===== src/rtl/alu_pkg.sv =====
// Shared ALU result types: operation codes, the stored queue entry and the
// divide-by-zero result word.
package alu_pkg;

  typedef enum logic [1:0] {
    OP_ADD = 2'd0,
    OP_SUB = 2'd1,
    OP_MUL = 2'd2,
    OP_DIV = 2'd3
  } op_e;

  typedef struct packed {
    logic        err;
    op_e         op;
    logic [31:0] data;
  } entry_t;

  localparam logic [31:0] DIV0_RESULT = 32'hFFFF_FFFF;

  // A divide with a zero divisor is replaced by the all-ones word and flagged.
  function automatic entry_t make_entry(input logic [1:0]  sel,
                                        input logic [31:0] result,
                                        input logic [31:0] b);
    entry_t e;
    e.op = op_e'(sel);
    if ((op_e'(sel) == OP_DIV) && (b == 32'd0)) begin
      e.data = DIV0_RESULT;
      e.err  = 1'b1;
    end else begin
      e.data = result;
      e.err  = 1'b0;
    end
    return e;
  endfunction

endpackage


===== src/rtl/result_queue_mem.sv =====
// Entry storage for the ALU result queue: one synchronous write port and one
// asynchronous read port, contents are deliberately not reset.
module result_queue_mem
  import alu_pkg::*;
#(
  parameter int DEPTH = 4
) (
  input  logic                     clk,
  input  logic                     we,
  input  logic [$clog2(DEPTH)-1:0] waddr,
  input  entry_t                   wdata,
  input  logic [$clog2(DEPTH)-1:0] raddr,
  output entry_t                   rdata
);

  entry_t mem [DEPTH];

  always_ff @(posedge clk) begin
    if (we) begin
      mem[waddr] <= wdata;
    end
  end

  assign rdata = mem[raddr];

endmodule


===== src/rtl/alu_result_queue.sv =====
// FIFO of ALU results with divide-by-zero substitution on entry; pointers,
// occupancy and handshake flags live here, storage in result_queue_mem.
module alu_result_queue
  import alu_pkg::*;
#(
  parameter int DEPTH = 4
) (
  input  logic                       clk,
  input  logic                       rst,
  input  logic                       in_valid,
  output logic                       in_ready,
  input  logic [31:0]                in_result,
  input  logic [1:0]                 in_sel,
  input  logic [31:0]                in_b,
  output logic                       out_valid,
  input  logic                       out_ready,
  output logic [31:0]                out_data,
  output logic [1:0]                 out_op,
  output logic                       out_err,
  output logic [$clog2(DEPTH+1)-1:0] count
);

  localparam int AW = $clog2(DEPTH);
  localparam int CW = $clog2(DEPTH + 1);

  if ((DEPTH < 2) || ((DEPTH & (DEPTH - 1)) != 0)) begin : g_bad_depth
    $error("alu_result_queue: DEPTH must be a power of two and at least 2");
  end

  logic [AW-1:0] wptr;
  logic [AW-1:0] rptr;
  logic [CW-1:0] count_r;
  logic          push;
  logic          pop;
  entry_t        wentry;
  entry_t        rentry;

  // Full blocks a push even when a pop happens in the same cycle.
  assign in_ready  = (count_r != CW'(DEPTH));
  assign out_valid = (count_r != '0);
  assign push      = in_valid && in_ready;
  assign pop       = out_valid && out_ready;
  assign count     = count_r;

  always_comb begin
    wentry = make_entry(in_sel, in_result, in_b);
  end

  result_queue_mem #(
    .DEPTH (DEPTH)
  ) u_mem (
    .clk   (clk),
    .we    (push),
    .waddr (wptr),
    .wdata (wentry),
    .raddr (rptr),
    .rdata (rentry)
  );

  // Pointers wrap naturally because DEPTH is a power of two.
  always_ff @(posedge clk or posedge rst) begin
    if (rst) begin
      wptr    <= '0;
      rptr    <= '0;
      count_r <= '0;
    end else begin
      if (push) begin
        wptr <= wptr + AW'(1);
      end
      if (pop) begin
        rptr <= rptr + AW'(1);
      end
      if (push && !pop) begin
        count_r <= count_r + CW'(1);
      end else if (!push && pop) begin
        count_r <= count_r - CW'(1);
      end
    end
  end

  assign out_data = out_valid ? rentry.data       : 32'd0;
  assign out_op   = out_valid ? 2'(rentry.op)     : 2'd0;
  assign out_err  = out_valid ? rentry.err        : 1'b0;

endmodule


===== config.mk =====
export PLATFORM = sky130hd
export DESIGN_NAME = alu_result_queue
export DESIGN_NICKNAME = d
export VERILOG_FILES = /design/src/rtl/alu_pkg.sv /design/src/rtl/result_queue_mem.sv /design/src/rtl/alu_result_queue.sv
export SDC_FILE = /design/constraint.sdc
export NUM_CORES = 1
export LEC_CHECK = 0
export ABC_AREA = 0
export BUFFER_PORTS_ARGS = -buffer_cell sky130_fd_sc_hd__clkbuf_2
export CAP_MARGIN = 25
export CORE_MARGIN = 2
export CORE_UTILIZATION = 50
export DETAILED_ROUTE_END_ITERATION = 8
export GPL_ROUTABILITY_DRIVEN = 0
export MAX_ROUTING_LAYER = met4
export PLACE_DENSITY = 0.72
export SLEW_MARGIN = 15
export SYNTH_ARGS = -nofsm -noshare
export SYNTH_HDL_FRONTEND = slang
export SYNTH_SLANG_ARGS = --single-unit

===== constraint.sdc =====
create_clock -name clk -period 2.4 [get_ports clk]
set_input_delay 0.48 -clock clk [delete_from_list [all_inputs] [get_ports clk]]
set_output_delay 0.48 -clock clk [all_outputs]
set_load 0.02 [all_outputs]

# Yosys cells after proc, flatten, opt, wreduce, memory -nomap -nowiden
# Memory sizes are Yosys's and may differ from the RTL's.
# Cells that the tools add are included.
[classes] n_addsub=4 eq_ne=2 mux=9 n_reduce_logical=10
[op_table] op="$mux 32" n=2
[op_table] op="$logic_not 32->1" n=1
[op_table] op="$mux 3" n=2
[op_table] op="$logic_and 1x1->1" n=5
[op_table] op="$add 2x1->2 const B" n=2
[op_table] op="$mux 1" n=4
[op_table] op="$add 3x1->3 const B" n=1
[op_table] op="$ne 3x3->1 const B" n=1
[op_table] op="$reduce_bool 3->1" n=1
[op_table] op="$sub 3x1->3 const B" n=1
[op_table] op="$eq 2x2->1 const B" n=1
[op_table] op="$logic_not 1->1" n=2
[op_table] op="$mux 2" n=1
[op_table] op="$reduce_bool 2->1" n=1
[word_totals] reg_bits=7 ram_bits=140 inputBits=70 out_inout_bits=40 n_memories=1
[mem_list] name="u_mem.mem" depth=4 width=35 read_ports=1 rd_ports_with_merged_regs=0 wr=1 line_no="result_queue_mem.sv:16" text="entry_t mem [DEPTH];"

# Logic depth before layout (Yosys ltp)
[depth] word_depth=6 mapped_depth=9 ltp_nobuf=8

# Cells and area by module
# From an unflattened synthesis, not the netlist that was laid out.
[unflattened] hier_cells=338 hier_area_um2=6437.4
[by_module_without_submodules] module="result_queue_mem" n_inst=1 cells_per_inst=187 area_each_um2=5133.7 seq_area_each_um2=4204.0
[by_module_without_submodules] module="alu_result_queue" n_inst=1 cells_per_inst=151 area_each_um2=1303.8 seq_area_each_um2=175.2

# Least setup slack after synthesis
# OpenSTA, ideal clock, no wires.
[synth_path] path_type="flip-flop to flip-flop" start="register count_r[0], in the netlist count[0]" end="register count_r[2], in the netlist count[2]" t_arrival_ns=2.142 required_time_ns=2.320 slack_ns=0.178 stages_incl_launch_ff=10 cell_sequence="dfrtp_1 -> or3_1 -> clkbuf_1 -> nand2_1 -> ha_1 -> inv_1 -> fa_1 -> xor2_1 -> nor2_1 -> xor2_1"
[synth_between] elab_chain_cells=5
[synth_lines] element="from (decl)" line_no="alu_result_queue.sv:32" text="logic [CW-1:0] count_r;"
[synth_lines] element="from (signal assigned)" line_no="alu_result_queue.sv:74" text="count_r <= count_r + CW'(1);"
[synth_lines] element="from (signal assigned)" line_no="alu_result_queue.sv:76" text="count_r <= count_r - CW'(1);"
[synth_lines] element="branches (longest 5 deep; another with $sub 3x1->3)"
# Several ways; the timed one is not identified. The select of a mux whose other input is x is not followed.
# A chain may end at the register's enable or synchronous reset.

# Worst setup path in the final report
[layout_path] start="register rptr[0]" end="output port out_op[0]"
[layout_between] elab_chain_cells=2
[layout_lines] element="from (decl)" line_no="alu_result_queue.sv:31" text="logic [AW-1:0] rptr;"
[layout_lines] element="from (signal assigned)" line_no="alu_result_queue.sv:71" text="rptr <= rptr + AW'(1);"
[layout_lines] element="$mem_v2 4x35"
[layout_lines] element="$mux 2" line_no="alu_result_queue.sv:82" text="assign out_op = out_valid ? 2'(rentry.op) : 2'd0;"
[layout_lines] element="to (decl)" line_no="alu_result_queue.sv:18" text="output logic [1:0] out_op,"
# No other way between the ends.

==> results.tsv <==
stage	metric	value	unit
detailed_routing	Iter 0 DRT Violations	206	
detailed_routing	final WL	13000	um
finish	ANT cells	0	
floorplanning	Die Span X	117	um
detailed_routing	drt wl/cell	19.7	um
pwr	Int Power	0.00803	W
cts	Worst-path clk slew	0.06	ns
detailed_routing	residual DRC count	0	
floorplanning	Initial Utilization	0.511	
hold_path	worst hold path type	primary input to flip-flop	
timing	final hold violations	0	
timing	endpoints failing setup	15	
pwr	Net Sw Frac	0.297	
timing	clk_skew	0.00878	ns
critical_path	crit path DAT	1.97	ns
timing	max-slew violation count	0	
global_routing	met2 usage	0.337	
timing	fmax	0.408	GHz
critical_path	worst-path maximum fanout	7	
global_routing	initial antenna violation count	0	
synthesis	post-synthesis sequential area ratio	0.682	
pwr	leakage	3.15	nW
global_routing	all-layer global routing usage	0.204	
synthesis	Netlist Area Pre-Place	6420	sq um
synthesis	Yosys cell types	29	
timing	Slew HR	0.671	
synthesis	Mapped Cells	344	
finish	net count reported at finish	551	
cts	Clk Latency, worst-skew pair	0.41	ns
global_routing	GRT met3 Usage	0.0491	
global_routing	pin count of the biggest net entering global routing	38	
critical_path	CP startpoint kind	flip-flop	
detailed_routing	total number of vias	3540	
timing	Final Critical Period	2.45	ns
global_routing	met1 GRT Util	0.251	
cts	Max Buffers Root-to-Sink	2	
run	number of max-cap violations	0	
synthesis	Mean Syn Cell Area	18.7	sq um
finish	proportion of layout cells with a drive suffix above 1	0.552	
floorplanning	row cnt	41	
cts	htree depth	4	
floorplanning	core area	12600	sq um
timing	worst slew pin tran	0.489	ns
placement	I/O Buffers	109	
detailed_routing	DRT Pass-1 Iters	4	
finish	fin area	8360	sq um
cts	CTS Buf Count	17	
global_routing	global-route wire length before repair	20300	um
global_routing	global route hottest layer	met2	
timing	Final WS setup	-0.0505	ns
synthesis	flops & latches, synth	147	
status	status	finished, violations left	
pwr	peak supply drop	0.000586	V
floorplanning	io pins	110	
pwr	Logic pwr share	0.437	
cts	Clock Sink Count	147	
detailed_routing	remaining antenna violation count after routing	0	
placement	HPWL after detailed placement	7400	um
pwr	P_sw	0.00338	W
pwr	pwr dens	1360	nW/um^2
critical_path	Setup crit end kind	output pin	
pwr	Clock Power Share	0.246	
critical_path	Setup CP Type	flip-flop to output pin	
floorplanning	full die area	13800	sq um
finish	layout overhead on the synthesized area	30.2	%
cts	CTS tree	done	
floorplanning	Die Y	117	um
placement	Area after DPL	7200	sq um
detailed_routing	DR vias/cell	5.37	
timing	RSZ-0062 raised after global routing	yes	
global_routing	vias in the first global route	3818	
critical_path	CP Data Required Time	1.92	ns
pwr	Flop pwr share	0.317	
status	failing checks	negative setup slack	
timing	period utilization	1.02	
global_routing	grt ovf	0	
pwr	total power	0.0114	W
synthesis	Mapped Nets	420	
synthesis	Synth warnings	0	
cts	CTS root buf	clkbuf_16	
==> cell families (layout without fill, tap and decap cells) <==
kind of cell,count (synthesis),after routing,synth area share
adders and majority gates,6,6,0.0129
muxes,37,37,0.130
buffers and inverters,57,200,0.0475
xor gates and xnor gates,6,6,0.00818
DFF,147,147,0.682
and+or+nand+nor,58,58,0.0559
AOI/OAI and AO/OA,33,33,0.0631
==> state kept, by name, summed over array words and instances, names as in the netlist <==
register,cells
wptr,2
count,3
u_mem.mem,140
rptr,2
==> cells in the final DEF (no fill, tap or decap), types with 3 or more instances in the layout <==
master       n
clkbuf_2    76
nor4_1       6
and2_2       4
buf_12      10
ha_1         5
clkbuf_16   17
nor2_1       3
buf_8       14
and2_4      33
inv_1       36
edfxtp_1   140
buf_4        8
buf_6       16
mux4_2      35
clkbuf_8     5
o31ai_1      3
dfrtp_1      5
buf_16       3
bufinv_16    5
xnor2_1      4
o31ai_2     28
==> path summary, 6_finish.rpt <==
kind                                     to  slack (ns)      start  cells past startpoint
max                               out_op[0]       -0.05    rptr[0]                      6
min                        u_mem.mem[1][33]        0.30  in_sel[1]                      1
max reg2reg                        count[2]        0.23   count[0]                      8
min reg2reg                        count[2]        0.57   count[2]                      1
max in group asynchronous           rptr[0]        1.62        rst                      3
min in group asynchronous          count[1]        0.54        rst                      3
==> through the flow <==
| step | setup WS [ns] | hold slack (ns) | utilization | instances | setup TNS, ns |
|---|---|---|---|---|---|
| finish | -0.0505 | 0.305 | 0.665 | 659 | -0.490 |
| global route | -0.109 | 0.306 | 0.665 | 659 | -2.07 |
| CTS | -0.0892 | 0.292 | 0.656 | 659 | -1.72 |
| detailed placement | 0.305 | 0.421 | 0.573 | 618 | 0 |
| global placement | 0.383 | 0.406 | 0.573 | 618 | 0 |
| floorplan | 0.178 | 0.283 | - | 344 | 0 |
==> worst max-delay path: stages, from the launching register on <==
cell and delay [ns]:
dfrtp_2 0.43, buf_12 0.14, buf_12 0.12, buf_16 0.14, mux4_2 0.43, and2_4 0.18
buf_8 0.12
==> metal layers <==
metal  wire length (um)  vias to the layer above
met5                  0                        -
met4                117                        0
met3                551                        8
met2               6990                      117
met1               5320                     1808
li1                   -                     1607
==> power groups by stage <==
stage               logic, W  clock network, W  registers (W)
floorplan            0.00244                 0        0.00360
global placement     0.00341                 0        0.00361
detailed placement   0.00343                 0        0.00366
CTS                  0.00453           0.00285        0.00361
global route         0.00527           0.00295        0.00365
finish               0.00499           0.00281        0.00361
==> repair_timing <==
action | CTS | global route
setup buffers | 6 | 1
gates resized for setup | 73 | 74
setup endpoints to repair | 33 | 35
cloned | 4 | 0
hold endpoints to repair | 7 | 0
pin swaps | 0 | 1
hold buffers | 1 | 0
==> cells in the mapped netlist <==
master | instances | share of area
nor3_1 | 1 | 0.00078
xor2_1 | 2 | 0.0027
o31ai_4 | 1 | 0.0033
o31ai_2 | 28 | 0.055
nor4_1 | 6 | 0.0058
mux4_1 | 7 | 0.029
nand3_1 | 1 | 0.00078
and2_1 | 39 | 0.038
inv_1 | 36 | 0.021
ha_1 | 5 | 0.0097
edfxtp_1 | 140 | 0.65
buf_2 | 10 | 0.0078
nor4_2 | 1 | 0.0019
nor4bb_1 | 1 | 0.0016
clkbuf_1 | 4 | 0.0023
nor2_1 | 3 | 0.0018
buf_6 | 4 | 0.0070
fa_1 | 1 | 0.0031
or3_1 | 1 | 0.00097
mux2_2 | 2 | 0.0035
nand4_1 | 1 | 0.00097
nand2_1 | 3 | 0.0018
nand3_2 | 1 | 0.0016
xnor2_1 | 4 | 0.0055
mux4_2 | 28 | 0.098
o31ai_1 | 3 | 0.0035
buf_12 | 3 | 0.0094
dfrtp_1 | 7 | 0.027
a21boi_2 | 1 | 0.0018
==> layout make-up <==
| cell class | count | area (sq um) |
|---|---|---|
| clock buffer | 18 | 429 |
| clock inverter | 13 | 208 |
| fill | 838 | 4210 |
| inverter | 36 | 135 |
| multi-input combinational | 140 | 1800 |
| sequential | 147 | 4380 |
| tap | 172 | 215 |
| timing repair buffer | 133 | 1190 |
No activity file was read; power rests on OpenSTA's default activity.
